==> src/rtl/axis_arb_pkg.sv <==
// Shared constants for the stereo AXI-Stream arbiter: default sample width,
// source encoding and the grant state type.
package axis_arb_pkg;

    localparam int AXIS_DATA_WIDTH = 24;

    localparam logic SRC0 = 1'b0;
    localparam logic SRC1 = 1'b1;

    typedef enum logic {
        GRANT0 = 1'b0,
        GRANT1 = 1'b1
    } arb_state_e;

endpackage

==> src/rtl/sync_2ff.sv <==
// Single-bit two-flop synchronizer for a slow asynchronous level (DIP switch).
module sync_2ff (
    input  logic clk,
    input  logic reset,
    input  logic d_i,
    output logic q_o
);

    logic meta_q;
    logic sync_q;

    always_ff @(posedge clk) begin
        if (reset) begin
            meta_q <= 1'b0;
            sync_q <= 1'b0;
        end else begin
            meta_q <= d_i;
            sync_q <= meta_q;
        end
    end

    assign q_o = sync_q;

endmodule

==> src/rtl/axis_stereo_arbiter.sv <==
// Two-source stereo AXI-Stream arbiter; grant moves only between frames.
// Build option AXIS_ARB_DRAIN_EN: the non-granted source is accepted and discarded.
module axis_stereo_arbiter
    import axis_arb_pkg::*;
#(
    parameter int DATA_WIDTH = AXIS_DATA_WIDTH
) (
    input  logic                  clk,
    input  logic                  reset,
    input  logic                  sel,
    input  logic [DATA_WIDTH-1:0] s0_axis_data,
    input  logic                  s0_axis_valid,
    output logic                  s0_axis_ready,
    input  logic                  s0_axis_last,
    input  logic [DATA_WIDTH-1:0] s1_axis_data,
    input  logic                  s1_axis_valid,
    output logic                  s1_axis_ready,
    input  logic                  s1_axis_last,
    output logic [DATA_WIDTH-1:0] m_axis_data,
    output logic                  m_axis_valid,
    input  logic                  m_axis_ready,
    output logic                  m_axis_last,
    output logic                  grant
);

    logic                  sel_s;
    arb_state_e            state_q, state_d;
    logic [1:0]            open_q, open_d;
    logic [DATA_WIDTH-1:0] m_data_q, m_data_d;
    logic                  m_valid_q, m_valid_d;
    logic                  m_last_q, m_last_d;

    logic                  grant_cur;
    logic                  out_rdy;
    logic                  idle_rdy;
    logic                  acc0, acc1;
    logic                  frames_closed;

    sync_2ff u_sel_sync (
        .clk   (clk),
        .reset (reset),
        .d_i   (sel),
        .q_o   (sel_s)
    );

    assign grant_cur = (state_q == GRANT1);
    assign out_rdy   = !m_valid_q || m_axis_ready;

`ifdef AXIS_ARB_DRAIN_EN
    assign idle_rdy = 1'b1;
`else
    assign idle_rdy = 1'b0;
`endif

    assign s0_axis_ready = (grant_cur == SRC0) ? out_rdy : idle_rdy;
    assign s1_axis_ready = (grant_cur == SRC1) ? out_rdy : idle_rdy;

    assign acc0 = s0_axis_valid && s0_axis_ready;
    assign acc1 = s1_axis_valid && s1_axis_ready;

    // Both flags closed after this edge means neither stream is mid-frame.
    assign frames_closed = (open_d == 2'b00);

    always_comb begin
        open_d    = open_q;
        m_data_d  = m_data_q;
        m_valid_d = m_valid_q;
        m_last_d  = m_last_q;
        state_d   = state_q;

        if (acc0) open_d[0] = !s0_axis_last;
        if (acc1) open_d[1] = !s1_axis_last;

        if ((grant_cur == SRC0) && acc0) begin
            m_data_d  = s0_axis_data;
            m_last_d  = s0_axis_last;
            m_valid_d = 1'b1;
        end else if ((grant_cur == SRC1) && acc1) begin
            m_data_d  = s1_axis_data;
            m_last_d  = s1_axis_last;
            m_valid_d = 1'b1;
        end else if (m_axis_ready) begin
            m_valid_d = 1'b0;
        end

        case (state_q)
            GRANT0:  if ((sel_s == SRC1) && frames_closed) state_d = GRANT1;
            GRANT1:  if ((sel_s == SRC0) && frames_closed) state_d = GRANT0;
            default: state_d = GRANT0;
        endcase
    end

    always_ff @(posedge clk) begin
        if (reset) begin
            state_q   <= GRANT0;
            open_q    <= 2'b00;
            m_data_q  <= '0;
            m_valid_q <= 1'b0;
            m_last_q  <= 1'b0;
        end else begin
            state_q   <= state_d;
            open_q    <= open_d;
            m_data_q  <= m_data_d;
            m_valid_q <= m_valid_d;
            m_last_q  <= m_last_d;
        end
    end

    assign m_axis_data  = m_data_q;
    assign m_axis_valid = m_valid_q;
    assign m_axis_last  = m_last_q;
    assign grant        = grant_cur;

endmodule

==> config.mk <==
export PLATFORM = sky130hd
export DESIGN_NAME = axis_stereo_arbiter
export DESIGN_NICKNAME = d
export VERILOG_FILES = /design/src/rtl/axis_arb_pkg.sv /design/src/rtl/sync_2ff.sv /design/src/rtl/axis_stereo_arbiter.sv
export SDC_FILE = /design/constraint.sdc
export NUM_CORES = 1
export LEC_CHECK = 0
export CAP_MARGIN = 20
export CORE_MARGIN = 4
export CORE_UTILIZATION = 39
export CTS_BUF_LIST = sky130_fd_sc_hd__clkbuf_16
export DETAILED_ROUTE_END_ITERATION = 7
export PLACE_DENSITY_LB_ADDON = 0.05
export SLEW_MARGIN = 20
export SYNTH_ARGS = -nofsm -noshare
export SYNTH_HDL_FRONTEND = slang
export SYNTH_SLANG_ARGS = --single-unit
==> constraint.sdc <==
create_clock -name clk -period 4.7 [get_ports clk]
set_clock_uncertainty 0.15 [all_clocks]
set_input_delay 0.94 -clock clk [delete_from_list [all_inputs] [get_ports clk]]
set_output_delay 0.94 -clock clk [all_outputs]
set_load 0.005 [all_outputs]
==> results.json <==
{
  "combPwrFrac_pct": 21.1,
  "r2r_cells": 5,
  "max_freq_mhz": 294,
  "cts_made_buffers": 5,
  "syn_nets": 222,
  "wirelength_mm": 4.32,
  "ys.warnings.count": 0,
  "firstDrtPassIters": 4,
  "outcome": "complete, no violations",
  "post_cts_buffers": 0,
  "ys_types": 22,
  "power_switching_mw": 0.189,
  "place_hpwl_mm": 2.97,
  "drc_errors": 0,
  "avgSynthCellArea_um2": 8.30,
  "switching_share_pct": 22.8,
  "sequentialPowerShare_pct": 36.1,
  "start_kind": "primary input",
  "finalMaxSlewViolations": 0,
  "cap_violations": 0,
  "insertedDiodeCount": 0,
  "finalWeightedCongestion": 0.756,
  "setup-tns-final_ns": 0,
  "row_count": 21,
  "fp.coreArea_mm2": 0.00336,
  "cp.required_ns": 3.61,
  "yosys_register_bits": 31,
  "grtUsageTotal_pct": 19.4,
  "synth-simple-area-share_pct": 28.5,
  "synthesis.area_mm2": 0.00138,
  "port_buffers": 84,
  "period_needed_ns": 3.41,
  "nets": 301,
  "report.power.total_mw": 0.828,
  "p_int_mw": 0.639,
  "peakVddDrop_v": 0.000213,
  "power_density_mw_per_mm2": 345,
  "wl_per_cell_um": 14.8,
  "cts_tree": "built",
  "grt_pass1_wl_mm": 6.62,
  "crit_arrival_ns": 2.32,
  "finalCritPeriodShare_pct": 72.5,
  "drt-initial-drc-count": 67,
  "syn_inst": 166,
  "finalHoldViolCount": 0,
  "crit_type": "in -> out",
  "cts_root_buf": "clkbuf_16",
  "grt_max_degree": 50,
  "min-delay-start": "u_sel_sync.meta_q",
  "tightestPinTransition_ns": 0.625,
  "worstReg2RegEnd": "m_axis_data[13]",
  "cts_hold_buf": 0,
  "clk_pin_slew_ns": 0.05,
  "synthAdderAreaFrac_pct": 0,
  "synth-seq-area-share_pct": 45.0,
  "overflow": 0,
  "p_leak_nw": 0.916,
  "hold_depth": 1,
  "initial_core_util_pct": 41.0,
  "io_pins": 85,
  "antenna_found_initial": 0,
  "clk_path_buf_depth": 2,
  "drtAntennaViolNets": 0,
  "viasPerCell": 5.08,
  "die_y_um": 67.4,
  "cts_resized": 0,
  "clkPwrFrac_pct": 42.8,
  "synth-compound-area-share_pct": 20.2,
  "layout-drive-gt1-share_pct": 6.50,
  "cp-startpoint": "m_axis_ready",
  "setup_violations": 0,
  "synth_top_family_by_area": "simple AND/OR/NAND/NOR gates",
  "crit_fanout": 3,
  "area_delta_synth_final_pct": 74.0,
  "die_w_um": 67.4,
  "clock_latency_ns": 0.27,
  "vias": 1484,
  "hold_path.class": "reg -> reg",
  "yosys-mux-area-fraction_pct": 0.727,
  "reg2reg_slack_ns": 2.70,
  "timing.slew.headroom_pct": 58.2,
  "grt_pass1_vias": 1474,
  "ctsHtreeMaxLevel": 2,
  "cts_sinks": 31,
  "min_to": "u_sel_sync.q_o",
  "grt_setup_unrepaired": "no",
  "synthXorXnorAreaFrac_pct": 0,
  "dieArea_mm2": 0.00455,
  "worst_setup_path_end_kind": "primary output"
}
[flip-flops by register name, summed over array words and instances (netlist names), named ones only]
| name | flops |
|---|---|
| m_axis_last | 1 |
| u_sel_sync.q_o | 1 |
| m_axis_data | 24 |
| open_q | 2 |
| u_sel_sync.meta_q | 1 |
| m_axis_valid | 1 |
[logic make-up after synthesis]
group,count (synthesis)
flops,31
buf+inv,13
mux,1
simple gates,90
compound gates,31
[per-layer routing]
| layer | track usage (%) | routed length, um |
|---|---|---|
| met2 | 35.8 | 2240 |
| met5 | 0 | 0 |
| met4 | 7.09 | 72 |
| met1 | 20.5 | 1720 |
| met3 | 6.16 | 281 |
[worst max path at each step]
stage / to / slack [ns] / cells past startpoint
2_1_floorplan: s1_axis_ready / 2.30 / 2
3_3_place_gp: s1_axis_ready / 1.36 / 4
3_5_place_dp: s1_axis_ready / 1.32 / 4
4_1_cts: s1_axis_ready / 1.31 / 4
5_1_grt: s1_axis_ready / 1.26 / 4
6_report: s1_axis_ready / 1.29 / 4
[cell usage in the layout (no fill, tap or decap)]
| cell | instances |
|---|---|
| nor2_1 | 26 |
| a21oi_1 | 1 |
| clkdlybuf4s50_1 | 83 |
| o21ba_2 | 1 |
| nor3_1 | 2 |
| a31oi_1 | 2 |
| o21a_1 | 1 |
| a2111oi_4 | 1 |
| nor2b_1 | 2 |
| a21oi_4 | 1 |
| nand2b_4 | 2 |
| nand3_1 | 1 |
| and2_1 | 1 |
| dfxtp_1 | 31 |
| bufinv_16 | 1 |
| nand2b_1 | 4 |
| a311oi_1 | 24 |
| mux2i_1 | 1 |
| nand2_1 | 50 |
| clkinv_1 | 1 |
| buf_2 | 1 |
| and2b_4 | 1 |
| nor2_4 | 1 |
| clkinv_2 | 1 |
| clkbuf_16 | 5 |
| buf_16 | 1 |
[power by group through the flow]
stage,combinational (mW),clock [mW],sequential [mW]
final,0.175,0.354,0.299
after detailed placement,0.171,0,0.304
after global placement,0.166,0,0.302
after CTS,0.173,0.360,0.299
after floorplan,0.0698,0,0.305
after global routing,0.190,0.374,0.301
[through the flow]
step           instance area (um2)  hold WS [ns]  instances  setup WS (ns)  utilization [%]
5_1_grt                       2400         0.317        292           1.26             71.3
3_5_place_dp                  2210         0.290        283           1.32             65.7
6_report                      2400         0.314        292           1.29             71.3
3_3_place_gp                  2210         0.272        283           1.36             65.7
4_1_cts                       2370         0.316        291           1.31             70.6
2_1_floorplan                 1380         0.264        166           2.30                -
[synthesized netlist by cell type]
cell type	number	share of area, %
o21ba_2	1	0.73
buf_4	1	0.55
a2111oi_4	1	2.0
nor3_1	2	0.73
a311oi_1	24	15
and2b_4	1	0.73
mux2i_1	1	0.73
and2_1	1	0.45
nand2b_4	2	2.0
a31oi_1	2	0.91
nand2_1	50	14
o21a_1	1	0.55
nor2_1	26	7.1
dfxtp_1	31	45
buf_6	2	1.6
buf_2	7	2.5
a21oi_1	2	0.73
nand3_1	1	0.36
nand2b_1	4	1.8
nor2b_1	2	0.91
clkbuf_1	3	0.82
nor2_4	1	0.82
[area by class of cell]
cell class,instances,area [um2]
clock buffer,5,125
clock inverter,3,38.8
fill,282,966
multi-input combinational,122,692
sequential,31,621
tap,46,57.6
timing repair buffer,85,863
[worst max-delay path, stage by stage]
cell	delay, ns
clkdlybuf4s50_1	0.49
nand2b_1	0.20
and2_1	0.18
clkdlybuf4s50_1	0.51
Note: power is estimated with default switching activity, not from simulation.
